## src/rtl/pixel_coord_gen.sv

```systemverilog
// Raster coordinate generator: walks a rectangular pixel region with a
// programmable X stride and emits one (x, y) beat per valid/ready handshake.
module pixel_coord_gen #(
    parameter int XW    = 9,
    parameter int YW    = 8,
    parameter int H_RES = 320,
    parameter int V_RES = 240
) (
    input  logic          Clk,
    input  logic          Reset_n,
    input  logic          start,
    input  logic          mode,
    input  logic [XW-1:0] x0,
    input  logic [XW-1:0] x1,
    input  logic [YW-1:0] y0,
    input  logic [YW-1:0] y1,
    input  logic [XW-1:0] step,
    input  logic          abort,
    output logic          out_valid,
    input  logic          out_ready,
    output logic [XW-1:0] x,
    output logic [YW-1:0] y,
    output logic          line_end,
    output logic          frame_end,
    output logic          busy,
    output logic          done,
    output logic          err
);

    localparam logic [1:0] ST_IDLE = 2'd0;
    localparam logic [1:0] ST_RUN  = 2'd1;
    localparam logic [1:0] ST_DONE = 2'd2;

    // Resolution limits widened by one bit so H_RES/V_RES themselves fit.
    localparam logic [XW:0] LP_H_RES = (XW+1)'(H_RES);
    localparam logic [YW:0] LP_V_RES = (YW+1)'(V_RES);

    logic [1:0]    r_state;
    logic [XW-1:0] r_x;
    logic [YW-1:0] r_y;
    logic [XW-1:0] r_x0;
    logic [XW-1:0] r_x1;
    logic [YW-1:0] r_y0;
    logic [YW-1:0] r_y1;
    logic [XW-1:0] r_step;
    logic          r_mode;
    logic          r_err;

    logic [XW:0]   w_nx;
    logic          w_row_last;
    logic          w_frame_last;
    logic          w_reject;

    // Next x is one bit wider so a stride past the top of the range cannot wrap.
    assign w_nx         = {1'b0, r_x} + {1'b0, r_step};
    assign w_row_last   = (w_nx > {1'b0, r_x1});
    assign w_frame_last = w_row_last && (r_y == r_y1);

    assign w_reject = (x0 > x1) || (y0 > y1) ||
                      ({1'b0, x1} >= LP_H_RES) || ({1'b0, y1} >= LP_V_RES) ||
                      (step == '0);

    assign out_valid = (r_state == ST_RUN);
    assign busy      = (r_state != ST_IDLE);
    assign done      = (r_state == ST_DONE);
    assign err       = r_err;
    assign x         = r_x;
    assign y         = r_y;
    assign line_end  = out_valid && w_row_last;
    assign frame_end = out_valid && w_frame_last;

    // NOTE: all state updates use non-blocking assignments so every register
    // samples the pre-edge values, independent of statement order.
    always_ff @(posedge Clk or negedge Reset_n) begin
        if (!Reset_n) begin
            r_state <= ST_IDLE;
            r_x     <= '0;
            r_y     <= '0;
            r_x0    <= '0;
            r_x1    <= '0;
            r_y0    <= '0;
            r_y1    <= '0;
            r_step  <= '0;
            r_mode  <= 1'b0;
            r_err   <= 1'b0;
        end else begin
            r_err <= 1'b0;
            case (r_state)
                ST_IDLE: begin
                    if (start) begin
                        if (w_reject) begin
                            r_err <= 1'b1;
                        end else begin
                            r_x0    <= x0;
                            r_x1    <= x1;
                            r_y0    <= y0;
                            r_y1    <= y1;
                            r_step  <= step;
                            r_mode  <= mode;
                            r_x     <= x0;
                            r_y     <= y0;
                            r_state <= ST_RUN;
                        end
                    end
                end
                ST_RUN: begin
                    // abort wins over any advance; a beat accepted this cycle is simply dropped.
                    if (abort) begin
                        r_state <= ST_IDLE;
                    end else if (out_ready) begin
                        if (!w_row_last) begin
                            r_x <= w_nx[XW-1:0];
                        end else if (!w_frame_last) begin
                            r_x <= r_x0;
                            r_y <= r_y + YW'(1);
                        end else if (r_mode) begin
                            r_x <= r_x0;
                            r_y <= r_y0;
                        end else begin
                            r_state <= ST_DONE;
                        end
                    end
                end
                ST_DONE: r_state <= ST_IDLE;
                default: r_state <= ST_IDLE;
            endcase
        end
    end

endmodule

```

## config.mk

```make
export PLATFORM = sky130hd
export DESIGN_NAME = pixel_coord_gen
export DESIGN_NICKNAME = d
export VERILOG_FILES = /design/src/rtl/pixel_coord_gen.sv
export SDC_FILE = /design/constraint.sdc
export NUM_CORES = 1
export LEC_CHECK = 0
export CAP_MARGIN = 20
export CORE_UTILIZATION = 30
export DETAILED_ROUTE_END_ITERATION = 16
export GPL_TIMING_DRIVEN = 0
export PLACE_DENSITY_LB_ADDON = 0.15
export SLEW_MARGIN = 20
export SYNTH_ARGS = -nofsm -noshare
export SYNTH_HDL_FRONTEND = slang
export SYNTH_SLANG_ARGS = --single-unit
```

## constraint.sdc

```tcl
create_clock -name Clk -period 5.5 [get_ports Clk]
set_clock_uncertainty 0.2 [all_clocks]
set_input_delay 0.55 -clock Clk [delete_from_list [all_inputs] [get_ports Clk]]
set_output_delay 0.55 -clock Clk [all_outputs]
set_load 0.01 [all_outputs]
```

After elaboration in Yosys (flattened, before gate mapping)
Index checks and enable logic that the tools add are counted.
{"block": "totals", "rom_bits": 0, "word_cells": 74, "ramBits": 0, "latch_bits": 0, "register_bits": 64, "out_inout_bits": 23, "memories": 0}
{"block": "classes", "div": 0, "order_cmp": 5, "shifts": 0, "addsub": 2, "multipliers": 0, "n_eq_ne": 14, "reduce_logical": 15, "mux": 27, "bitwise_logic": 1}
{"operator": "$mux W9", "count": 7}
{"operator": "$mux W8", "count": 7}
{"operator": "$pmux W9 S2", "count": 1}
{"operator": "$pmux W8 S2", "count": 1}
{"operator": "$mux W2", "count": 7}
{"operator": "$reduce_and A6 Y1", "count": 2}
{"operator": "$add A9 B9 Y10", "count": 1}
{"operator": "$gt A10 B9 Y1", "count": 1}
{"operator": "$ge A9 B9 Y1 const B", "count": 1}
{"operator": "$gt A9 B9 Y1", "count": 1}
{"operator": "$logic_not A9 Y1", "count": 1}
{"operator": "$ne A3 B2 Y1 const B", "count": 3}
{"operator": "$add A8 B1 Y8 const B", "count": 1}
{"operator": "$eq A8 B8 Y1", "count": 1}
{"operator": "$ge A8 B8 Y1 const B", "count": 1}
{"operator": "$gt A8 B8 Y1", "count": 1}
{"operator": "$reduce_and A7 Y1", "count": 1}
{"operator": "$ne A2 B2 Y1 const B", "count": 3}
{"operator": "$ne A3 B3 Y1 const B", "count": 2}
{"operator": "$logic_or A1 B1 Y1", "count": 4}
{"operator": "$ne A2 B1 Y1 const B", "count": 2}
{"operator": "$ne A4 B4 Y1 const B", "count": 1}
{"operator": "$pmux W2 S2", "count": 1}
{"operator": "$reduce_bool A2 Y1", "count": 2}
{"operator": "other kinds (7)", "count": 11}

Longest topological paths before layout
{"block": "depth", "depth_word": 8, "ltp_mapped": 16}

Worst setup path before layout
OpenSTA, ideal clock, no wires.
{"block": "synth_path", "kind": "register to output", "from": "register r_x[0], in the netlist x[0]", "to": "output line_end", "path_stages_with_launch": 15, "t_arrival_ns": 2.885, "slack_ns": 1.865, "cell_sequence": "dfrtp_1 > ha_1 > inv_1 > fa_1 > nand2b_1 > a21oi_1 > nor4b_1 > o21ai_0 > nor2b_1 > ha_1 > nor3_1 > o2111ai_1 > a31oi_1 > clkbuf_1 > a21oi_1"}
{"block": "synth_via", "elab_chain_len": 3}
{"element": "from (decl)", "line": "39", "text": "logic [XW-1:0] r_x;"}
{"element": "from (signal assigned)", "line": "112", "text": "r_x <= w_nx[XW-1:0];"}
{"element": "from (signal assigned)", "line": "114", "text": "r_x <= r_x0;"}
{"element": "from (signal assigned)", "line": "117", "text": "r_x <= r_x0;"}
{"element": "$add A9 B9 Y10", "line": "55", "text": "assign w_nx = {1'b0, r_x} + {1'b0, r_step};"}
{"element": "$gt A10 B9 Y1", "line": "56", "text": "assign w_row_last = (w_nx > {1'b0, r_x1});"}
{"element": "$logic_and A1 B1 Y1", "line": "69", "text": "assign line_end = out_valid && w_row_last;"}
{"element": "to (decl)", "line": "23", "text": "output logic line_end,"}
Every way passes these cells.

Worst setup path after layout
Same ends and word-level chain as after synthesis.

==> tab_implementation.tex <==
\begin{tabular}{lr}
\hline
Metric & Value \\
\hline
\multicolumn{2}{l}{\textbf{Outcome}} \\
\quad Outcome & complete, no violations \\
\multicolumn{2}{l}{\textbf{Job}} \\
\quad Max-cap check violation count & 0 \\
\multicolumn{2}{l}{\textbf{GRT}} \\
\quad Largest net degree at the start of global routing & 37 \\
\quad Overflow left after global routing & 0 \\
\quad All-layer global routing usage & 18.0\% \\
\quad Number of antenna violations at the first check in global routing & 0 \\
\quad Vias in the first global route & 3,719 \\
\quad Global-route wire length before repair & 19,800 µm \\
\multicolumn{2}{l}{\textbf{Yosys}} \\
\quad Number of flip-flops and latches in the synthesized netlist & 64 \\
\quad Post-synth EDFFs & 0 \\
\quad Library cell with the largest summed area after synthesis & sky130\_fd\_sc\_hd\_\_dfrtp\_1 \\
\quad Synth top area share & 37.1\% \\
\quad Netlist cell types & 57 \\
\quad Mapped Nets & 543 \\
\quad Leading post-synthesis cells by cell area & sky130\_fd\_sc\_hd\_\_dfrtp\_1, sky130\_fd\_sc\_hd\_\_ha\_1, sky130\_fd\_sc\_hd\_\_mux2\_2 \\
\quad Syn avg cell area & 9.46 µm² \\
\quad Post-Syn Area & 4320 µm² \\
\quad Ys Warns & 0 \\
\quad Main flop type after synthesis & sky130\_fd\_sc\_hd\_\_dfrtp\_1 \\
\quad Fraction of registers with async set/reset & 100\% \\
\quad Sequential share of the synthesized area & 37.1\% \\
\quad Synthesized instance count & 457 \\
\multicolumn{2}{l}{\textbf{Clock network}} \\
\quad Quantity of hold-fixing buffers added after cts & 1 \\
\quad Number of buffers created by CTS & 9 \\
\quad PostCTS Resize Cnt & 0 \\
\quad Maximum buffer depth of the clock tree & 2 \\
\quad Reg clk slew, reported paths & 50 ps \\
\quad Clock tree from TritonCTS & yes \\
\quad Cell chosen for the clock root & sky130\_fd\_sc\_hd\_\_clkbuf\_16 \\
\quad Post-CTS setup buffer count & 0 \\
\quad Clock network latency to the later pin of the worst-skew pair & 330 ps \\
\quad Number of sinks handled by clock tree synthesis & 64 \\
\quad H-tree levels & 3 \\
\multicolumn{2}{l}{\textbf{Min path}} \\
\quad Hold Startpoint & r\_state[1] \\
\quad Sink of the worst hold path & r\_state[1] \\
\quad Class of the most critical hold timing path & reg -> reg \\
\quad Number of cells traversed by the worst hold path & 1 \\
\multicolumn{2}{l}{\textbf{Final layout}} \\
\quad Diodes inserted & 0 \\
\quad Area growth syn-to-layout & 29.7\% \\
\quad Layout cells sized above 1 & 12.1\% \\
\quad Util after Layout & 40.1\% \\
\quad Filler cell count in the final layout & 1,406 \\
\quad Post-layout net count & 627 \\
\quad Total area of sequential cells & 1600 µm² \\
\quad Multi-input logic area & 2440 µm² \\
\multicolumn{2}{l}{\textbf{Critical path}} \\
\quad CP Data Arrival Time & 4330 ps \\
\quad List of cells traversed by the critical path & ha\_1 > inv\_1 > fa\_1 > nand2b\_1 > a21oi\_1 > nor4b\_1 > nor3\_1 > nor2b\_1 > ha\_1 > nor3\_1 > o2111ai\_1 > a31oi\_1 > clkbuf\_1 > a21oi\_1 > clkdlybuf4s50\_1 \\
\quad Number of cells traversed by the worst register-to-register path & 16 \\
\quad Biggest fanout along the worst timing path & 10 \\
\quad Critical Path Start Type & flip-flop \\
\quad Critical path's largest stage delay & 530 ps \\
\quad Data required, critical path & 4750 ps \\
\quad Worst reg2reg path startpoint & x[0] \\
\quad Capturing element type of the critical path & output pin \\
\quad R2R Path End & x[1] \\
\quad Setup CP Type & reg -> out \\
\quad Flop2flop setup slack & 1200 ps \\
\quad Slowest stage cell on the critical path & sky130\_fd\_sc\_hd\_\_clkdlybuf4s50\_1 \\
\multicolumn{2}{l}{\textbf{Power}} \\
\quad Static Leakage & 2.44 nW \\
\quad Areal power density over the cells & 607 nW/µm² \\
\quad Worst supply voltage drop on vdd & 0.260 mV \\
\multicolumn{2}{l}{\textbf{Timing}} \\
\quad Worst rel slew slack & 59.7\% \\
\quad Slew @ Worst Pin & 604 ps \\
\quad Pins Over Slew Limit & 0 \\
\quad Final hold viol count & 0 \\
\quad Ratio of final minimum period to clock period & 92.3\% \\
\quad Unrepaired setup endpoints after global routing & false \\
\quad Post-route minimum period & 5080 ps \\
\quad Total negative slack for setup checks & 0 ps \\
\quad Final setup fails & 0 \\
\quad Maximum achievable frequency & 197 MHz \\
\quad Hold slack & 282 ps \\
\multicolumn{2}{l}{\textbf{Floorplanning}} \\
\quad Area enclosed by the die boundary & 14,900 µm² \\
\quad Width of the chip & 122 µm \\
\quad Number of core rows & 43 \\
\quad Vert. Die Dim & 122 µm \\
\quad Starting density of the core & 30.9\% \\
\quad Count of pins on the block boundary & 72 \\
\quad Core box area & 14,000 µm² \\
\multicolumn{2}{l}{\textbf{Detailed routing}} \\
\quad Initial DRC Count & 156 \\
\quad Number of nets with antenna violations after routing & 0 \\
\quad Total wire length after detailed routing & 12,500 µm \\
\quad Number of vias in the routed layout & 3,693 \\
\quad Drt via density & 5.09 \\
\quad Drt first pass iters & 4 \\
\quad Average wire per cell in the routed design & 17.3 µm \\
\quad Total DRC errors in the routed layout & 0 \\
\multicolumn{2}{l}{\textbf{Place}} \\
\quad GP Congestion & 0.853 \\
\quad Detailed Place HPWL & 9750 µm \\
\quad Port bufs & 71 \\
\hline
\end{tabular}
[through the flow]
| stage | instance area (µm²) | total power, mW | setup slack, ps | instances |
|---|---|---|---|---|
| detailed placement | 5280 | 2.79 | 820 | 709 |
| finish | 5600 | 3.40 | 424 | 726 |
| global route | 5600 | 3.69 | 20.9 | 726 |
| CTS | 5600 | 3.43 | 434 | 726 |
| floorplan | 4320 | 2.16 | 1860 | 457 |
| global placement | 5260 | 2.76 | 819 | 708 |
[worst max-delay path by stage]
stage,start,end
after floorplan,x[0],line_end
after global placement,x[0],line_end
after detailed placement,x[0],line_end
after CTS,x[0],line_end
after global routing,x[0],line_end
final,x[0],line_end
[cells in the mapped netlist (2+ instances only)]
cell type                   number
sky130_fd_sc_hd__nand4b_1        3
sky130_fd_sc_hd__nand2_1        33
sky130_fd_sc_hd__mux2i_1         4
sky130_fd_sc_hd__a21o_1          3
sky130_fd_sc_hd__a41oi_1         4
sky130_fd_sc_hd__and3_1          3
sky130_fd_sc_hd__o2bb2a_1        2
sky130_fd_sc_hd__nor2b_1         3
sky130_fd_sc_hd__o2111ai_1       3
sky130_fd_sc_hd__mux2_4          9
sky130_fd_sc_hd__nand3_1        20
sky130_fd_sc_hd__nand4_1         8
sky130_fd_sc_hd__nand2b_1        4
sky130_fd_sc_hd__inv_1          44
sky130_fd_sc_hd__or3_1           2
sky130_fd_sc_hd__and2_1          2
sky130_fd_sc_hd__xnor2_1        17
sky130_fd_sc_hd__dfrtp_1        64
sky130_fd_sc_hd__nor2_1         26
sky130_fd_sc_hd__xor2_1          2
sky130_fd_sc_hd__buf_2           3
sky130_fd_sc_hd__ha_1           36
sky130_fd_sc_hd__and4_1          2
sky130_fd_sc_hd__o21ai_1         3
sky130_fd_sc_hd__nor3_1         10
sky130_fd_sc_hd__nor4b_1         3
sky130_fd_sc_hd__clkbuf_1       15
sky130_fd_sc_hd__o21ai_0        26
sky130_fd_sc_hd__a21oi_1        21
sky130_fd_sc_hd__o211ai_1        5
sky130_fd_sc_hd__mux2_1          9
sky130_fd_sc_hd__a31oi_1        16
sky130_fd_sc_hd__mux2_2         26
sky130_fd_sc_hd__buf_4           3
[layer usage]
layer | global-route usage [%] | part of all wire [%] | up-vias
met1 | 22.8 | 46 | 1785
met2 | 30.3 | 48 | 94
met5 | 0 | 0 | -
li1 | - | - | 1798
met4 | 6.71 | 1.9 | 0
met3 | 3.09 | 4.0 | 16
[critical path, delay by kind of cell, from the launching register on]
kind / cells / cell delay [ps]
fa+ha+maj: 3 / 810
flops: 1 / 380
simple gates: 5 / 830
buf+inv: 3 / 1000
compound gates: 4 / 980
[cell type report]
class	count	area share, %
repair buffers	73	13.2
clock buffers	14	5.07
flip-flops and latches	64	28.6
clock inverters	2	0.625
plain buffers	22	1.88
inverters	46	3.08
multi-input cells	325	43.6
well taps	180	4.02
[report_power, final]
group,internal [mW],switching [mW]
Sequential,0.668,0.148
Combinational,0.876,1.11
Clock,0.400,0.205
Total,1.94,1.46
[registers in the layout, summed over array words and instances (netlist names)]
name     count
r_y1         8
err          1
r_mode       1
r_state      2
x            9
y            8
r_x1         9
r_x0         9
r_y0         8
r_step       9
[kinds of logic (layout without fill, tap and decap cells)]
| family | after synthesis | after routing | share of synthesized area (%) |
|---|---|---|---|
| and+or+nand+nor | 123 | 123 | 14.2 |
| AOI/OAI and AO/OA | 98 | 98 | 14.4 |
| buffers and inverters | 68 | 157 | 6.43 |
| DFF | 64 | 64 | 37.1 |
| muxes | 48 | 48 | 13.2 |
| adders and majority gates | 37 | 37 | 10.9 |
| xor gates and xnor gates | 19 | 19 | 3.85 |
[cells in the final DEF, fill, tap and decap left out, drive strengths merged, types with 3 or more instances in the layout]
cell	n
o2111ai	3
o211ai	5
nand3	20
buf	9
mux2	44
a21oi	22
clkbuf	29
a41oi	4
ha	36
xnor2	17
nand2	33
mux2i	4
dfrtp	64
a31oi	16
o21ai	29
nor2b	3
clkdlybuf4s50	70
nand4	8
nand2b	4
nor4b	3
and3	3
inv	45
nor3	10
a21o	3
nand4b	3
nor2	27
(Power assumes the default switching activity.)
